<file path="src/rtl/instr_format_pkg.sv">
// Instruction word layout shared by the assembler and any model that needs to build or
// pick apart a 32-bit instruction.
package instr_format_pkg;

    localparam int unsigned INSTR_W   = 32;

    localparam int unsigned GROUP_MSB = 31;
    localparam int unsigned GROUP_LSB = 29;
    localparam int unsigned CMD_MSB   = 28;
    localparam int unsigned CMD_LSB   = 26;
    localparam int unsigned AT1_BIT   = 25;
    localparam int unsigned ARG1_MSB  = 24;
    localparam int unsigned ARG1_LSB  = 17;
    localparam int unsigned AT2_BIT   = 16;
    localparam int unsigned ARG2_MSB  = 15;
    localparam int unsigned ARG2_LSB  = 8;
    localparam int unsigned ADDR_MSB  = 7;
    localparam int unsigned ADDR_LSB  = 0;

    typedef enum logic [1:0] {
        StIdle,
        StLoad,
        StFlush,
        StDone
    } asm_state_e;

    function automatic logic [INSTR_W-1:0] pack_instr(
        input logic [2:0] group,
        input logic [2:0] cmd,
        input logic       at1,
        input logic [7:0] arg1,
        input logic       at2,
        input logic [7:0] arg2,
        input logic [7:0] addr
    );
        logic [INSTR_W-1:0] w;
        w                      = '0;
        w[GROUP_MSB:GROUP_LSB] = group;
        w[CMD_MSB:CMD_LSB]     = cmd;
        w[AT1_BIT]             = at1;
        w[ARG1_MSB:ARG1_LSB]   = arg1;
        w[AT2_BIT]             = at2;
        w[ARG2_MSB:ARG2_LSB]   = arg2;
        w[ADDR_MSB:ADDR_LSB]   = addr;
        return w;
    endfunction

endpackage

</file>
<file path="src/rtl/instr_fifo.sv">
// Synchronous FIFO holding packed instruction words between acceptance and memory write.
// Push when full and pop when empty are ignored.
module instr_fifo #(
    parameter int unsigned DEPTH = 4,
    parameter int unsigned WIDTH = 32
) (
    input  logic                       clk_i,
    input  logic                       rst_i,
    input  logic                       push_i,
    input  logic [WIDTH-1:0]           wdata_i,
    input  logic                       pop_i,
    output logic [WIDTH-1:0]           rdata_o,
    output logic                       full_o,
    output logic                       empty_o,
    output logic [$clog2(DEPTH):0]     count_o
);

    localparam int unsigned PtrW = $clog2(DEPTH);
    localparam logic [PtrW:0] FullCount = DEPTH[PtrW:0];

    logic [WIDTH-1:0] mem_q [DEPTH];
    logic [PtrW-1:0]  wr_ptr_q, rd_ptr_q;
    logic [PtrW:0]    count_q;
    logic             do_push, do_pop;

    always_comb begin
        full_o  = (count_q == FullCount);
        empty_o = (count_q == '0);
        do_push = push_i && !full_o;
        do_pop  = pop_i && !empty_o;
        rdata_o = mem_q[rd_ptr_q];
        count_o = count_q;
    end

    always_ff @(posedge clk_i) begin
        if (rst_i) begin
            wr_ptr_q <= '0;
            rd_ptr_q <= '0;
            count_q  <= '0;
        end else begin
            if (do_push) wr_ptr_q <= wr_ptr_q + 1'b1;
            if (do_pop)  rd_ptr_q <= rd_ptr_q + 1'b1;
            if (do_push && !do_pop) begin
                count_q <= count_q + 1'b1;
            end else if (do_pop && !do_push) begin
                count_q <= count_q - 1'b1;
            end
        end
    end

    // Storage needs no reset; pointers alone define validity.
    always_ff @(posedge clk_i) begin
        if (do_push) mem_q[wr_ptr_q] <= wdata_i;
    end

endmodule

</file>
<file path="src/rtl/instruction_assembler.sv">
// Packs decoded instruction fields into 32-bit words and writes them in order, from
// address 0, into program memory through a ready-qualified write port.
module instruction_assembler
    import instr_format_pkg::*;
#(
    parameter int unsigned DEPTH     = 4,
    parameter int unsigned MEM_WORDS = 256
) (
    input  logic               clk,
    input  logic               rst,
    input  logic               start,
    input  logic               finish,
    input  logic               in_valid,
    output logic               in_ready,
    input  logic [2:0]         command_group,
    input  logic [2:0]         command,
    input  logic               arg_type_1,
    input  logic [7:0]         arg_1,
    input  logic               arg_type_2,
    input  logic [7:0]         arg_2,
    input  logic [7:0]         address,
    output logic               mem_we,
    input  logic               mem_ready,
    output logic [7:0]         mem_addr,
    output logic [INSTR_W-1:0] mem_wdata,
    output logic               busy,
    output logic               done,
    output logic               overflow,
    output logic [8:0]         word_count
);

    localparam int unsigned CntW = $clog2(DEPTH) + 1;
    localparam logic [9:0]  MemWordsW = MEM_WORDS[9:0];

    asm_state_e         state_q, state_d;
    logic [7:0]         wptr_q, wptr_d;
    logic [8:0]         wcnt_q, wcnt_d;
    logic               ovf_q, ovf_d;

    logic               push, pop;
    logic               fifo_full, fifo_empty;
    logic [CntW-1:0]    fifo_count;
    logic [INSTR_W-1:0] fifo_head, packed_word;
    logic [9:0]         capacity;
    logic               cap_full, in_load, in_flush;

    assign packed_word = pack_instr(command_group, command, arg_type_1, arg_1,
                                    arg_type_2, arg_2, address);

    instr_fifo #(
        .DEPTH (DEPTH),
        .WIDTH (INSTR_W)
    ) u_fifo (
        .clk_i   (clk),
        .rst_i   (rst),
        .push_i  (push),
        .wdata_i (packed_word),
        .pop_i   (pop),
        .rdata_o (fifo_head),
        .full_o  (fifo_full),
        .empty_o (fifo_empty),
        .count_o (fifo_count)
    );

    // Capacity counts words already written plus words still queued, so it is unchanged
    // by a pop and only grows on accept.
    always_comb begin
        capacity   = {1'b0, wcnt_q} + 10'(fifo_count);
        cap_full   = (capacity >= MemWordsW);
        in_load    = (state_q == StLoad);
        in_flush   = (state_q == StFlush);
        in_ready   = in_load && !fifo_full && !cap_full;
        push       = in_valid && in_ready;
        mem_we     = !fifo_empty && (in_load || in_flush);
        pop        = mem_we && mem_ready;
        mem_wdata  = mem_we ? fifo_head : '0;
        mem_addr   = wptr_q;
        busy       = in_load || in_flush;
        done       = (state_q == StDone);
        overflow   = ovf_q;
        word_count = wcnt_q;
    end

    always_comb begin
        state_d = state_q;
        wptr_d  = wptr_q;
        wcnt_d  = wcnt_q;
        ovf_d   = ovf_q;

        if (pop) begin
            wptr_d = wptr_q + 8'd1;
            wcnt_d = wcnt_q + 9'd1;
        end

        unique case (state_q)
            StIdle, StDone: begin
                if (start) begin
                    state_d = StLoad;
                    wptr_d  = '0;
                    wcnt_d  = '0;
                    ovf_d   = 1'b0;
                end
            end
            StLoad: begin
                if (in_valid && cap_full) ovf_d = 1'b1;
                // Exhaustion is seen one cycle after the last accept, which leaves a
                // window in LOAD for an excess offer to register as overflow.
                if (finish || cap_full) state_d = StFlush;
            end
            StFlush: begin
                if (fifo_empty) state_d = StDone;
            end
            default: state_d = StIdle;
        endcase
    end

    always_ff @(posedge clk) begin
        if (rst) begin
            state_q <= StIdle;
            wptr_q  <= '0;
            wcnt_q  <= '0;
            ovf_q   <= 1'b0;
        end else begin
            state_q <= state_d;
            wptr_q  <= wptr_d;
            wcnt_q  <= wcnt_d;
            ovf_q   <= ovf_d;
        end
    end

endmodule

</file>
<file path="config.mk">
export PLATFORM = sky130hd
export DESIGN_NAME = instruction_assembler
export DESIGN_NICKNAME = d
export VERILOG_FILES = /design/src/rtl/instr_format_pkg.sv /design/src/rtl/instr_fifo.sv /design/src/rtl/instruction_assembler.sv
export SDC_FILE = /design/constraint.sdc
export NUM_CORES = 1
export LEC_CHECK = 0
export ABC_CLOCK_PERIOD_IN_PS = 6950
export BUFFER_PORTS_ARGS = -buffer_cell sky130_fd_sc_hd__buf_2
export CORE_MARGIN = 2
export CORE_UTILIZATION = 61
export CTS_CLUSTER_DIAMETER = 120
export DETAILED_ROUTE_END_ITERATION = 10
export GPL_TIMING_DRIVEN = 0
export PLACE_DENSITY = 0.84
export SLEW_MARGIN = 20
export SYNTH_ARGS = -nofsm -noshare
export SYNTH_HDL_FRONTEND = slang
export SYNTH_SLANG_ARGS = --single-unit
</file>
<file path="constraint.sdc">
create_clock -name clk -period 6.95 [get_ports clk]
set_input_delay 0.695 -clock clk [delete_from_list [all_inputs] [get_ports clk]]
set_output_delay 0.695 -clock clk [all_outputs]
set_load 0.01 [all_outputs]
</file>
* Word level (Yosys, flattened, before mapping) *
Memory sizes are Yosys's and may differ from the RTL's. A register that Yosys moved wholly into a read port is not among the register bits.
Cells that the tools add are included.

storage, ports and cells
  logic and storage cells = 68
  memories = 1
  register bits after elaboration = 27
  bits in writable memories = 128
  input bits = 38
  output and inout port bits = 54

memory list
  memory        words  width  read ports  clocked after memory_dff  wr ports  RTL line          text
  u_fifo.mem_q  4      32     1           1                         1         instr_fifo.sv:21  logic [WIDTH-1:0] mem_q [DEPTH];

cells by class
  equality and inequality tests = 8
  mux-type cells = 20
  order comparisons = 1
  add/sub/neg operators = 7
  reduce and logical (&&, ||, !) cells = 24

operators with widths
  operator               count
  $mux W32               1
  $mux W9                3
  $mux W8                3
  $add A9 B3 Y10         1
  $ge A10 B9 Y1 const B  1
  $logic_and A1 B1 Y1    10
  $mux W2                5
  $add A9 B1 Y9 const B  1
  $add A8 B1 Y8 const B  1
  $mux W3                2
  $pmux W2 S3            1
  $reduce_and A3 Y1      2
  $logic_not A1 Y1       5
  $add A2 B1 Y2 const B  2
  $eq A2 B2 Y1 const B   2
  $mux W1                4
  $ne A2 B1 Y1 const B   2
  $ne A2 B2 Y1 const B   2
  $reduce_bool A2 Y1     2
  $add A3 B1 Y3 const B  1
  $eq A3 B3 Y1 const B   1
  $logic_not A3 Y1       1
  $sub A3 B1 Y3 const B  1
  $eq A2 B1 Y1 const B   1
  4 further kinds        5

* Logic depth before layout (Yosys ltp) *
Gate-level depths: netlist of the first run.

  depth after elaboration = 10
  gate-level depth with buffers = 11
  mapped depth without buffers = 10

* Modules after synthesis *
A second synthesis of the first run with hierarchy kept.

second synthesis, totals
  cells, all modules = 372
  area, all modules = 6389.9 µm²

modules (own cells, without submodules)
  module                 sequential area each (µm²)  area an instance (µm²)  cells an instance  times used
  instr_fifo             4023.9                      5132.4                  215                1
  instruction_assembler  400.4                       1257.5                  157                1

* Least setup slack after synthesis of the first run *
OpenSTA, ideal clock, no wires.

  path kind = register -> register
  start = register wcnt_q[2] (netlist: word_count[2])
  end = memory u_fifo.mem_q[0][0] (enable)
  stages on the path, launching flop included = 5
  setup slack = 4.559 ns
  library setup time = 0.392 ns
  path buffers = 0
  data arrival time = 1.999 ns
  clock period less this slack = 2.391 ns
  path through = dfxtp_1 -> ha_1 -> a21oi_1 -> a211o_1 -> and3_1

on the way
  cells in the longest elaborated chain, start to end = 8

RTL lines
  what                           RTL line                      text
  start, declared                instruction_assembler.sv:37   logic [8:0] wcnt_q, wcnt_d;
  start signal, assigned         instruction_assembler.sv:126  wcnt_q <= wcnt_d;
  $add A9 B3 Y10                 instruction_assembler.sv:68   capacity = {1'b0, wcnt_q} + 10'(fifo_count);
  $ge A10 B9 Y1                  instruction_assembler.sv:69   cap_full = (capacity >= MemWordsW);
  $logic_not A1 Y1               instruction_assembler.sv:72   in_ready = in_load && !fifo_full && !cap_full;
  $logic_and A1 B1 Y1            instruction_assembler.sv:72
  $logic_and A1 B1 Y1            instruction_assembler.sv:73   push = in_valid && in_ready;
  $logic_and A1 B1 Y1            instr_fifo.sv:29              do_push = push_i && !full_o;
  $mux W1                        instr_fifo.sv:53              if (do_push) mem_q[wr_ptr_q] <= wdata_i;
  $mux W1 (implied by the code)  instr_fifo.sv:53
  end, declared                  instr_fifo.sv:21

No other way between the ends.

* Final worst setup path of the first run *
  start = register state_q[0]
  end = output port mem_wdata[7]

on the way
  cells in the longest elaborated chain, start to end = 4
  elaborated cells on any way between the ends = 5
  classes of those cells = eq/ne: 2; mux: 1; reduce/logical: 2

RTL lines
  what                                          RTL line                                                  text
  start, declared                               instruction_assembler.sv:35                               asm_state_e state_q, state_d;
  start signal, assigned                        instruction_assembler.sv:119                              state_q <= StIdle;
  start signal, assigned                        instruction_assembler.sv:124                              state_q <= state_d;
  $eq A2 B1 Y1 or $eq A2 B2 Y1 (tied branches)  instruction_assembler.sv:70, instruction_assembler.sv:71
  $logic_or A1 B1 Y1 (*)                        instruction_assembler.sv:74                               mem_we = !fifo_empty && (in_load || in_flush);
  $logic_and A1 B1 Y1 (*)                       instruction_assembler.sv:74
  $mux W32 (*)                                  instruction_assembler.sv:76                               mem_wdata = mem_we ? fifo_head : '0;
  end, declared                                 instruction_assembler.sv:25                               output logic [INSTR_W-1:0] mem_wdata,

Mark *: on every way between the ends. The rest lies on a longest branch, timed or not.

==> results of run 1 <==
-- cell type report --
type	instances	area, um^2	share of cell area
multi-input combinational	198	1850	0.241
tap	136	170	0.0222
timing repair buffer	95	536	0.0698
clock inverter	10	143	0.0186
buffer	19	92.6	0.0121
inverter	10	37.5	0.00489
sequential	157	4420	0.577
clock buffer	20	425	0.0554
-- cell families (layout without fill, tap and decap cells) --
family / count (synthesis) / count (layout) / share of synthesized area
AO/OA/AOI/OAI: 40 / 40 / 0.0374
XOR/XNOR: 8 / 8 / 0.0110
adder cells (fa/ha/maj): 14 / 14 / 0.0286
buffers and inverters: 29 / 154 / 0.0203
flip-flops: 157 / 157 / 0.692
multiplexers: 36 / 36 / 0.119
AND/OR/NAND/NOR: 100 / 100 / 0.0918
-- registers in the layout (all words and copies together), names as in the netlist, named ones only --
| signal | flops |
|---|---|
| u_fifo.wr_ptr_q | 2 |
| u_fifo.rd_ptr_q | 2 |
| overflow | 1 |
| word_count | 9 |
| u_fifo.count_o | 3 |
| state_q | 2 |
| u_fifo.mem_q | 128 |
| mem_addr | 8 |
-- metal layers --
layer	routed length (um)	vias to the layer above	part of all wire	global-route usage
met3	762	21	0.060	0.0546
li1	-	1741	-	-
met5	0	-	0	0
met2	6770	141	0.53	0.424
met4	216	0	0.017	0.0968
met1	4930	1946	0.39	0.296
-- power by group --
part	internal [mW]	leakage [nW]	total (mW)	switching, mW
registers	1.09	1.39	1.13	0.0394
clock network	0.543	0.263	0.888	0.345
logic	0.309	1.24	0.784	0.475
total	1.94	2.89	2.80	0.859
-- cell usage in the layout (no fill, tap or decap), types with 2 or more instances in the layout --
cell type	count
a21oi_1	18
a31o_2	2
and3_1	33
and3_2	4
buf_12	4
buf_2	96
buf_6	2
bufinv_16	3
clkbuf_1	14
clkbuf_16	16
clkinvlp_4	4
dfxtp_1	29
edfxtp_1	128
ha_1	13
inv_1	9
mux2i_1	3
mux4_2	32
nand2_1	13
nand2b_1	2
nand3_1	2
nand4_1	5
nor2_1	18
nor3_1	2
o21ai_0	10
o31ai_1	4
or3_1	9
or4_1	2
xnor2_1	4
xor2_1	4
-- worst max path at each step --
stage | from | end | slack [ns] | depth (start not counted)
2_1_floorplan | word_count[2]$_SDFF_PP0_ | u_fifo.mem_q[0][0]$_DFFE_PP_ | 4.56 | 4
3_3_place_gp | word_count[2]$_SDFF_PP0_ | u_fifo.mem_q[2][8]$_DFFE_PP_ | 3.95 | 4
3_5_place_dp | state_q[0]$_SDFFE_PP0P_ | mem_wdata[7] | 4.33 | 7
4_1_cts | state_q[0]$_SDFFE_PP0P_ | mem_wdata[7] | 3.71 | 7
5_1_grt | state_q[0]$_SDFFE_PP0P_ | mem_wdata[7] | 3.58 | 7
6_report | state_q[0]$_SDFFE_PP0P_ | mem_wdata[7] | 3.77 | 7
-- per-stage QoR --
step | std cells | total power [mW] | setup slack (ns) | utilization | hold slack (ns)
finish | 645 | 2.80 | 3.77 | 0.750 | 0.383
global route | 645 | 2.93 | 3.58 | 0.750 | 0.370
CTS | 645 | 2.82 | 3.71 | 0.750 | 0.366
detailed placement | 615 | 1.92 | 4.33 | 0.695 | 0.484
global placement | 611 | 1.89 | 3.95 | 0.686 | 0.473
floorplan | 384 | 1.64 | 4.56 | - | 0.484
==> impl_results.md, run 1 <==
* Period utilization at 0.457
* Synth Flop Type: edfxtp_1
* # diodes at 0
* Vias per inst at 5.97
* Share of cells above drive strength 1 at 0.342
* # port buffers at 91
* Clock sinks at 157
* Min-delay src: arg_1[3]
* Crit end category: output port
* Worst-Skew Late Latency at 0.52 ns
* Via count at 3849
* Worst r2r path cells at 10
* Synthesized area at 6390 um^2
* Clock Tree Buf Depth at 2
* Critical path class: reg -> out
* Tot GR Track Use at 0.243
* WHS Endpoint: u_fifo.mem_q[0][20]$_DFFE_PP_
* TritonRoute pass-1 iters at 5
* Grt ovf at 0
* Syn. warnings at 0
* Worst-path cell chain: inv_1 -> ha_1 -> buf_2 -> inv_2 -> clkbuf_1 -> and3_1 -> buf_2
* Initial antenna violation count at 0
* Crit path max-delay family: buffers and inverters
* Postcts setup bufs at 0
* Max VDD drop at 0.199 mV
* Max FO, Critical Path at 10
* Commonest cells post-synth: 128 x edfxtp_1, 37 x and3_1, 32 x mux4_2
* Max Freq at 0.315 GHz
* Synth Instances at 384
* Most frequent cell after synthesis: edfxtp_1
* Die Span Y at 106 um
* DRC Markers at 0
* TritonCTS clock tree: done
* Max-slew violations at 0
* Clock skew at 0.00825 ns
* Ranking of synthesized cells by area: edfxtp_1 60%, mux4_2 11%, dfxtp_1 9.1%
* Synth cell types at 44
* FF-to-FF setup slack at 4.36 ns
* Async SR Flop Fraction at 0
* Leading area contributor after synthesis: edfxtp_1
* Worst hold stages at 1
* DRT Wirelength at 12.7 mm
* Reg2reg start: word_count[2]$_SDFF_PP0_
* Final setup violating endpoints at 0
* Post-synth EDFFs at 128
* Clock period minus final worst setup slack at 3.18 ns
* Placed cell area at 7110 um^2
* Critical Path Source Type: register
* Antenna Nets Post-Route at 0
* Syn_nets at 436
* Most used cell, CP: buf_2
* Mean Syn Cell Area at 16.7 um^2
* Root Driver: clkbuf_8
* Hold Buf Count CTS at 0
* Htree depth at 4
* Worst EP required at 6.25 ns
* CP max stage cell: clkbuf_1
* Starting Density at 0.625
* Die X at 106 um
* RR Endpoint: u_fifo.count_o[2]$_SDFFE_PP0P_
* Status: finished, final reports clean
* Pwr Density at 365 nW/um^2
* Largest net degree at the start of global routing at 28
* Vias in the first global route at 3924
* Top cell type's share of synthesized area at 0.601
* Fillers at 598
* Initial DRC count at 266
* Max-cap viol count at 0
* Crit path arrival time at 2.48 ns
* Max-slew headroom at 0.542
* Fin area at 7670 um^2
* Static Leak at 2.89 nW
* Seq/Total Area, Yosys at 0.692
* Routability cong. at 0.823
* First-pass GRT wire length at 20.2 mm
* Setup TNS at 0 ns
* Layout Nets at 550
* Yosys reg bits at 157
* Unrepaired setup endpoints after global routing: no
* Row count at 37
* CTS buffer count at 17
* Final hold viol count at 0
* Area of the core at 10200 um^2
* Slowest cell delay on critical path at 0.41 ns
* Crit path buffers/inverters at 5
* Wirelength per Cell at 19.7 um
* Final HPWL DP at 8.39 mm
* Area grow syn2layout at 20.0%
* Cts repair resizes at 0
* Full die area at 11300 um^2
* Ports at 92
* Worst-path clk slew at 0.06 ns
* Path category of the worst min-delay check: in -> reg
* Worst Max-Slew Pin Slew at 0.681 ns
(Power assumes the default switching activity.)
==> run 2, diff against run 1 <==
ABC_CLOCK_PERIOD_IN_PS = 3300   (was 6950)
CORE_UTILIZATION = 57   (was 61)
PLACE_DENSITY = 0.8   (was 0.84)
clock period = 3.3 ns   (was 6.95 ns; I/O delays follow)
==> run 2 against run 1 <==
Net effect:
- design area is 0.29% lower
- die area is 6.7% higher
- hold slack worse by 0.35 ns
- flip-flop and latch count stayed put
- count of clock-buffer cells in the layout is 2 lower
- critical path type unchanged
- sequential power is 110% higher
- critical path depth stayed put
- global-route usage is 2.7 points lower
- non-clock buffer count stayed put
- combinational power is 110% higher
- wire length is 3.4% lower
==> impl_results.md, run 2 (synthesized netlist as in run 1, its figures left out) <==
* Gate power share at 0.282
* Commonest cells after routing, fill and taps aside: 128 x edfxtp_1, 96 x buf_2, 33 x and3_1
* Final setup violating endpoints at 0
* Via count at 3770
* Area of the core at 10900 um^2
* Max Freq at 0.360 GHz
* Die Span Y at 110 um
* TritonRoute pass-1 iters at 4
* Clock sinks at 157
* Critical path class: reg -> out
* Clock skew at 0.00777 ns
* Period utilization at 0.842
* Path category of the worst min-delay check: in -> reg
* Worst r2r path cells at 10
* Initial DRC count at 205
* Worst hold stages at 1
* Final HPWL DP at 8.15 mm
* DRT Wirelength at 12.2 mm
* Layout Nets at 550
* Crit path arrival time at 2.45 ns
* Worst-path clk slew at 0.06 ns
* RR Endpoint: u_fifo.count_o[2]$_SDFFE_PP0P_
* CP max stage cell: clkbuf_1
* Wirelength per Cell at 18.9 um
* Layout Cells excl Fill at 649
* FF-to-FF setup slack at 0.71 ns
* Min-delay src: address[2]
* # port buffers at 91
* DP Cell Count at 619
* Postcts setup bufs at 0
* Crit end category: output port
* Switch share at 0.307
* # diodes at 0
* TritonCTS clock tree: done
* Vias per inst at 5.81
* Root Driver: clkbuf_8
* Place WS at 0.755 ns
* Crit path buffers/inverters at 5
* Most used cell, CP: buf_2
* Clock power frac at 0.308
* Die X at 110 um
* Area grow syn2layout at 19.6%
* Clock Tree Buf Depth at 2
* Grt ovf at 0
* Slowest cell delay on critical path at 0.42 ns
* Max-cap viol count at 0
* Max FO, Critical Path at 10
* Initial antenna violation count at 0
* Crit path max-delay family: buffers and inverters
* DRC Markers at 0
* Largest reg by FF count: u_fifo.mem_q
* Fillers at 730
* Static Leak at 2.89 nW
* Hold Buf Count CTS at 0
* WHS Endpoint: u_fifo.mem_q[1][2]$_DFFE_PP_
* Max VDD drop at 0.481 mV
* Full die area at 12100 um^2
* Worst EP required at 2.97 ns
* Setup TNS at 0 ns
* Cts repair resizes at 0
* Tot GR Track Use at 0.217
* Max reg flops at 128
* Clock period minus final worst setup slack at 2.78 ns
* Pwr Density at 754 nW/um^2
* Largest net degree at the start of global routing at 28
* Critical Path Source Type: register
* Worst Max-Slew Pin Slew at 0.723 ns
* Vias in the first global route at 3829
* Most common cell after layout, fill and taps aside: edfxtp_1
* Max-slew violations at 0
* Sequential power share at 0.411
* Row count at 38
* Status: finished, final reports clean
* CTS buffer count at 17
* Routability cong. at 0.735
* Worst-Skew Late Latency at 0.51 ns
* Htree depth at 4
* Reg2reg start: word_count[2]$_SDFF_PP0_
* Starting Density at 0.587
* Unrepaired setup endpoints after global routing: no
* Ports at 92
* Switching power at 1.77 mW
* Final hold viol count at 0
* Share of cells above drive strength 1 at 0.342
* Max-slew headroom at 0.514
* Final worst slack at 0.521 ns
* First-pass GRT wire length at 19.1 mm
* Worst-path cell chain: inv_1 -> ha_1 -> buf_2 -> inv_2 -> clkbuf_1 -> and3_1 -> buf_2
* P_int at 4.00 mW
* Antenna Nets Post-Route at 0
-- run 2: cell count changes in the layout (fill, tap and decap cells not counted), sizes merged --
cell / before / now
clkinv: 2 / 5
clkbuf: 31 / 29
bufinv: 3 / 2
clkinvlp: 4 / 3
inv: 11 / 12
-- run 2: worst max path at each step --
stage	slack (ns)	start	end	depth (start not counted)
2_1_floorplan	0.91	word_count[2]$_SDFF_PP0_	u_fifo.mem_q[0][0]$_DFFE_PP_	4
3_3_place_gp	0.25	word_count[2]$_SDFF_PP0_	u_fifo.mem_q[0][29]$_DFFE_PP_	4
3_5_place_dp	0.76	word_count[2]$_SDFF_PP0_	u_fifo.count_o[2]$_SDFFE_PP0P_	10
4_1_cts	0.49	state_q[0]$_SDFFE_PP0P_	mem_wdata[8]	7
5_1_grt	0.38	state_q[0]$_SDFFE_PP0P_	mem_wdata[9]	7
6_report	0.52	state_q[0]$_SDFFE_PP0P_	mem_wdata[8]	7
-- run 2: stage by stage --
step | area (um^2) | total power, mW | util | hold WS (ns)
floorplan | 6390 | 3.46 | - | 0.429
global placement | 7030 | 4.00 | 0.645 | 0.474
detailed placement | 7110 | 4.05 | 0.653 | 0.475
CTS | 7650 | 5.83 | 0.703 | 0.00513
global route | 7650 | 6.04 | 0.703 | 0.0104
finish | 7650 | 5.77 | 0.703 | 0.0320
-- run 2: area by class of cell --
class / count / area [um^2] / area share
Sequential cell: 157 / 4420 / 0.578
Multi-Input combinational cell: 198 / 1850 / 0.241
Timing Repair Buffer: 95 / 536 / 0.0700
Clock buffer: 18 / 418 / 0.0546
Tap cell: 140 / 175 / 0.0229
Clock inverter: 12 / 123 / 0.0160
Buffer: 19 / 92.6 / 0.0121
Inverter: 10 / 37.5 / 0.00491
-- run 2: routing by layer --
layer / GRT usage / vias to the layer above / wire length [um]
met3: 0.0616 / 14 / 738
met5: 0 / - / 0
met2: 0.354 / 116 / 6290
li1: - / 1741 / -
met4: 0.0796 / 0 / 187
met1: 0.279 / 1899 / 5030
-- run 2: power groups by stage --
stage / Clock, mW / Combinational [mW] / Sequential [mW]
after floorplan: 0 / 1.07 / 2.39
after global placement: 0 / 1.59 / 2.41
after detailed placement: 0 / 1.64 / 2.41
after CTS: 1.81 / 1.65 / 2.37
after global routing: 1.88 / 1.78 / 2.38
final: 1.78 / 1.63 / 2.37
==> run 3, diff against run 2 <==
ABC_AREA = 1   (was not set)
ABC_CLOCK_PERIOD_IN_PS = 2400   (was 3300)
CORE_UTILIZATION = 51   (was 57)
PLACE_DENSITY = 0.75   (was 0.8)
clock period = 2.4 ns   (was 3.3 ns; I/O delays follow)
==> run 3 against run 2 <==
Net effect:
- sequential share of layout area down 2.0 points
- wire length up 19%
- largest power group unchanged
- critical endpoint is now u_fifo.mem_q[0][6]$_DFFE_PP_
- clock skew shrank 0.0011 ns
==> impl_results.md, run 3 <==
* Status: finished, final reports clean
* Clock Tree Buf Depth at 2
* Htree depth at 4
* Critical Path Source Type: register
* Post-synthesis simple-gate area fraction at 0.137
* Share of cells above drive strength 1 at 0.229
* Hold Buf Count CTS at 0
* Synth Instances at 582
* Max-slew headroom at 0.565
* First-pass GRT wire length at 22.0 mm
* Root Driver: clkbuf_16
* Vias in the first global route at 4518
* Clock sinks at 157
* Routability cong. at 0.771
* Max Freq at 0.437 GHz
* Initial DRC count at 418
* Worst-path cell chain: ha_1 -> nand3_1 -> nand2_1 -> nand2_1 -> nand2_1 -> nand2_2 -> nand4_4 -> buf_12 -> nor2_4 -> buf_16
* Post-synthesis mux area share at 0
* Antenna Nets Post-Route at 0
* Starting Density at 0.518
* Static Leak at 3.11 nW
* Commonest cells after routing, fill and taps aside: 146 x nor2_1, 128 x edfxtp_1, 101 x buf_2
* CP max stage cell: nor2_4
* Max FO, Critical Path at 17
* Layout Cells excl Fill at 883
* Clock period minus final worst setup slack at 2.29 ns
* Tot GR Track Use at 0.219
* Row count at 41
* Largest family of logic cells by synthesized area: simple AND/OR/NAND/NOR gates
* Clock skew at 0.00667 ns
* Largest reg by FF count: u_fifo.mem_q
* Most common cell after layout, fill and taps aside: nor2_1
* # diodes at 0
* Largest net degree at the start of global routing at 20
* DRC Markers at 0
* Crit path max-delay family: simple AND/OR/NAND/NOR gates
* Vias per inst at 5.27
* Leading area contributor after synthesis: edfxtp_1
* Crit path buffers/inverters at 2
* Final worst slack at 0.112 ns
* Period utilization at 0.953
* Synth Flop Type: edfxtp_1
* Final hold viol count at 0
* DRT Wirelength at 14.5 mm
* Die Span Y at 116 um
* Worst Hold Slack at 0.0191 ns
* Final setup violating endpoints at 0
* Pwr Density at 1030 nW/um^2
* Ports at 92
* Commonest cells post-synth: 150 x nor2_1, 128 x edfxtp_1, 76 x o21ai_0
* Syn_nets at 634
* Via count at 4651
* Syn. warnings at 0
* DP Cell Count at 849
* # port buffers at 91
* Place WS at -0.120 ns
* Unrepaired setup endpoints after global routing: no
* Placed cell area at 7260 um^2
* Max-slew violations at 0
* Area of the core at 12500 um^2
* Wirelength per Cell at 16.5 um
* Max reg flops at 128
* Path category of the worst min-delay check: in -> reg
* Seq/Total Area, Yosys at 0.686
* TritonCTS clock tree: done
* Async SR Flop Fraction at 0
* Most frequent cell after synthesis: nor2_1
* Critical path class: reg -> reg
* Synth cell types at 30
* Worst-path clk slew at 0.06 ns
* Fin area at 7930 um^2
* Slowest cell delay on critical path at 0.50 ns
* Die X at 116 um
* Area grow syn2layout at 22.9%
* Mean Syn Cell Area at 11.1 um^2
* Initial antenna violation count at 0
* Worst-Skew Late Latency at 0.42 ns
* Max VDD drop at 0.527 mV
* Grt ovf at 0
* Final HPWL DP at 9.19 mm
* Top cell type's share of synthesized area at 0.596
* Synthesized area at 6450 um^2
* Worst Max-Slew Pin Slew at 0.651 ns
* Max-cap viol count at 0
* Full die area at 13600 um^2
* Synth Area in Compound Gates at 0.108
* Synth Area in Adders at 0.0283
* Worst EP required at 2.53 ns
* TritonRoute pass-1 iters at 4
* Setup TNS at 0 ns
* Most used cell, CP: nand2_1
* Layout Nets at 751
* Ranking of synthesized cells by area: edfxtp_1 60%, dfxtp_1 9.0%, nor2_1 8.7%
* Post-Synth XOR/XNOR Area at 0.00272
* Crit end category: register
* Yosys reg bits at 157
* Crit path arrival time at 2.42 ns
* Post-synth EDFFs at 128
* CTS buffer count at 17
## run 3: logic make-up (layout without fill, tap and decap cells)
family,after synthesis,after routing
fa+ha+maj,14,14
flops,157,157
xor+xnor,2,2
buf+inv,62,191
simple gates,209,209
compound gates,138,138
## run 3: layer usage
layer | GRT usage | share of wire | routed length (um)
met1 | 0.269 | 0.42 | 6110
met2 | 0.369 | 0.51 | 7420
met3 | 0.0566 | 0.050 | 730
met4 | 0.0976 | 0.019 | 269
met5 | 0 | 0 | 0
## run 3: where the power goes
part | leakage (nW) | switching [mW] | internal (mW)
Clock | 0.291 | 1.03 | 1.72
Sequential | 1.39 | 0.117 | 3.19
Combinational | 1.43 | 1.39 | 0.717
## run 3: final cells by class
cell class / instances / area, um^2
timing repair buffer: 98 / 613
clock inverter: 13 / 173
inverter: 37 / 139
multi-input combinational: 363 / 1820
fill: 947 / 4530
clock buffer: 18 / 429
tap: 172 / 215
buffer: 25 / 110
sequential: 157 / 4430
## run 3: worst paths after layout
kind / endpoint / from / cells after the start / slack, ns
setup / recovery: u_fifo.mem_q[0][6]$_DFFE_PP_ / word_count[1]$_SDFF_PP0_ / 10 / 0.11
hold / removal: u_fifo.wr_ptr_q[0]$_SDFFE_PP0P_ / rst / 2 / 0.02
hold reg to reg: word_count[7]$_SDFF_PP0_ / word_count[7]$_SDFF_PP0_ / 2 / 0.48
setup reg to reg: u_fifo.mem_q[0][6]$_DFFE_PP_ / word_count[1]$_SDFF_PP0_ / 10 / 0.11
## run 3: timing repair
item	4_1_cts	5_1_grt
endpoints found under the setup margin	32	59
gates resized for setup	5	6
buffers inserted	1	2
pin swaps	0	1
## run 3: through the flow
| stage | utilization | power [mW] |
|---|---|---|
| finish | 0.636 | 8.16 |
| global route | 0.636 | 8.55 |
| CTS | 0.633 | 8.16 |
| detailed placement | 0.583 | 5.40 |
| global placement | 0.571 | 5.27 |
| floorplan | - | 4.60 |
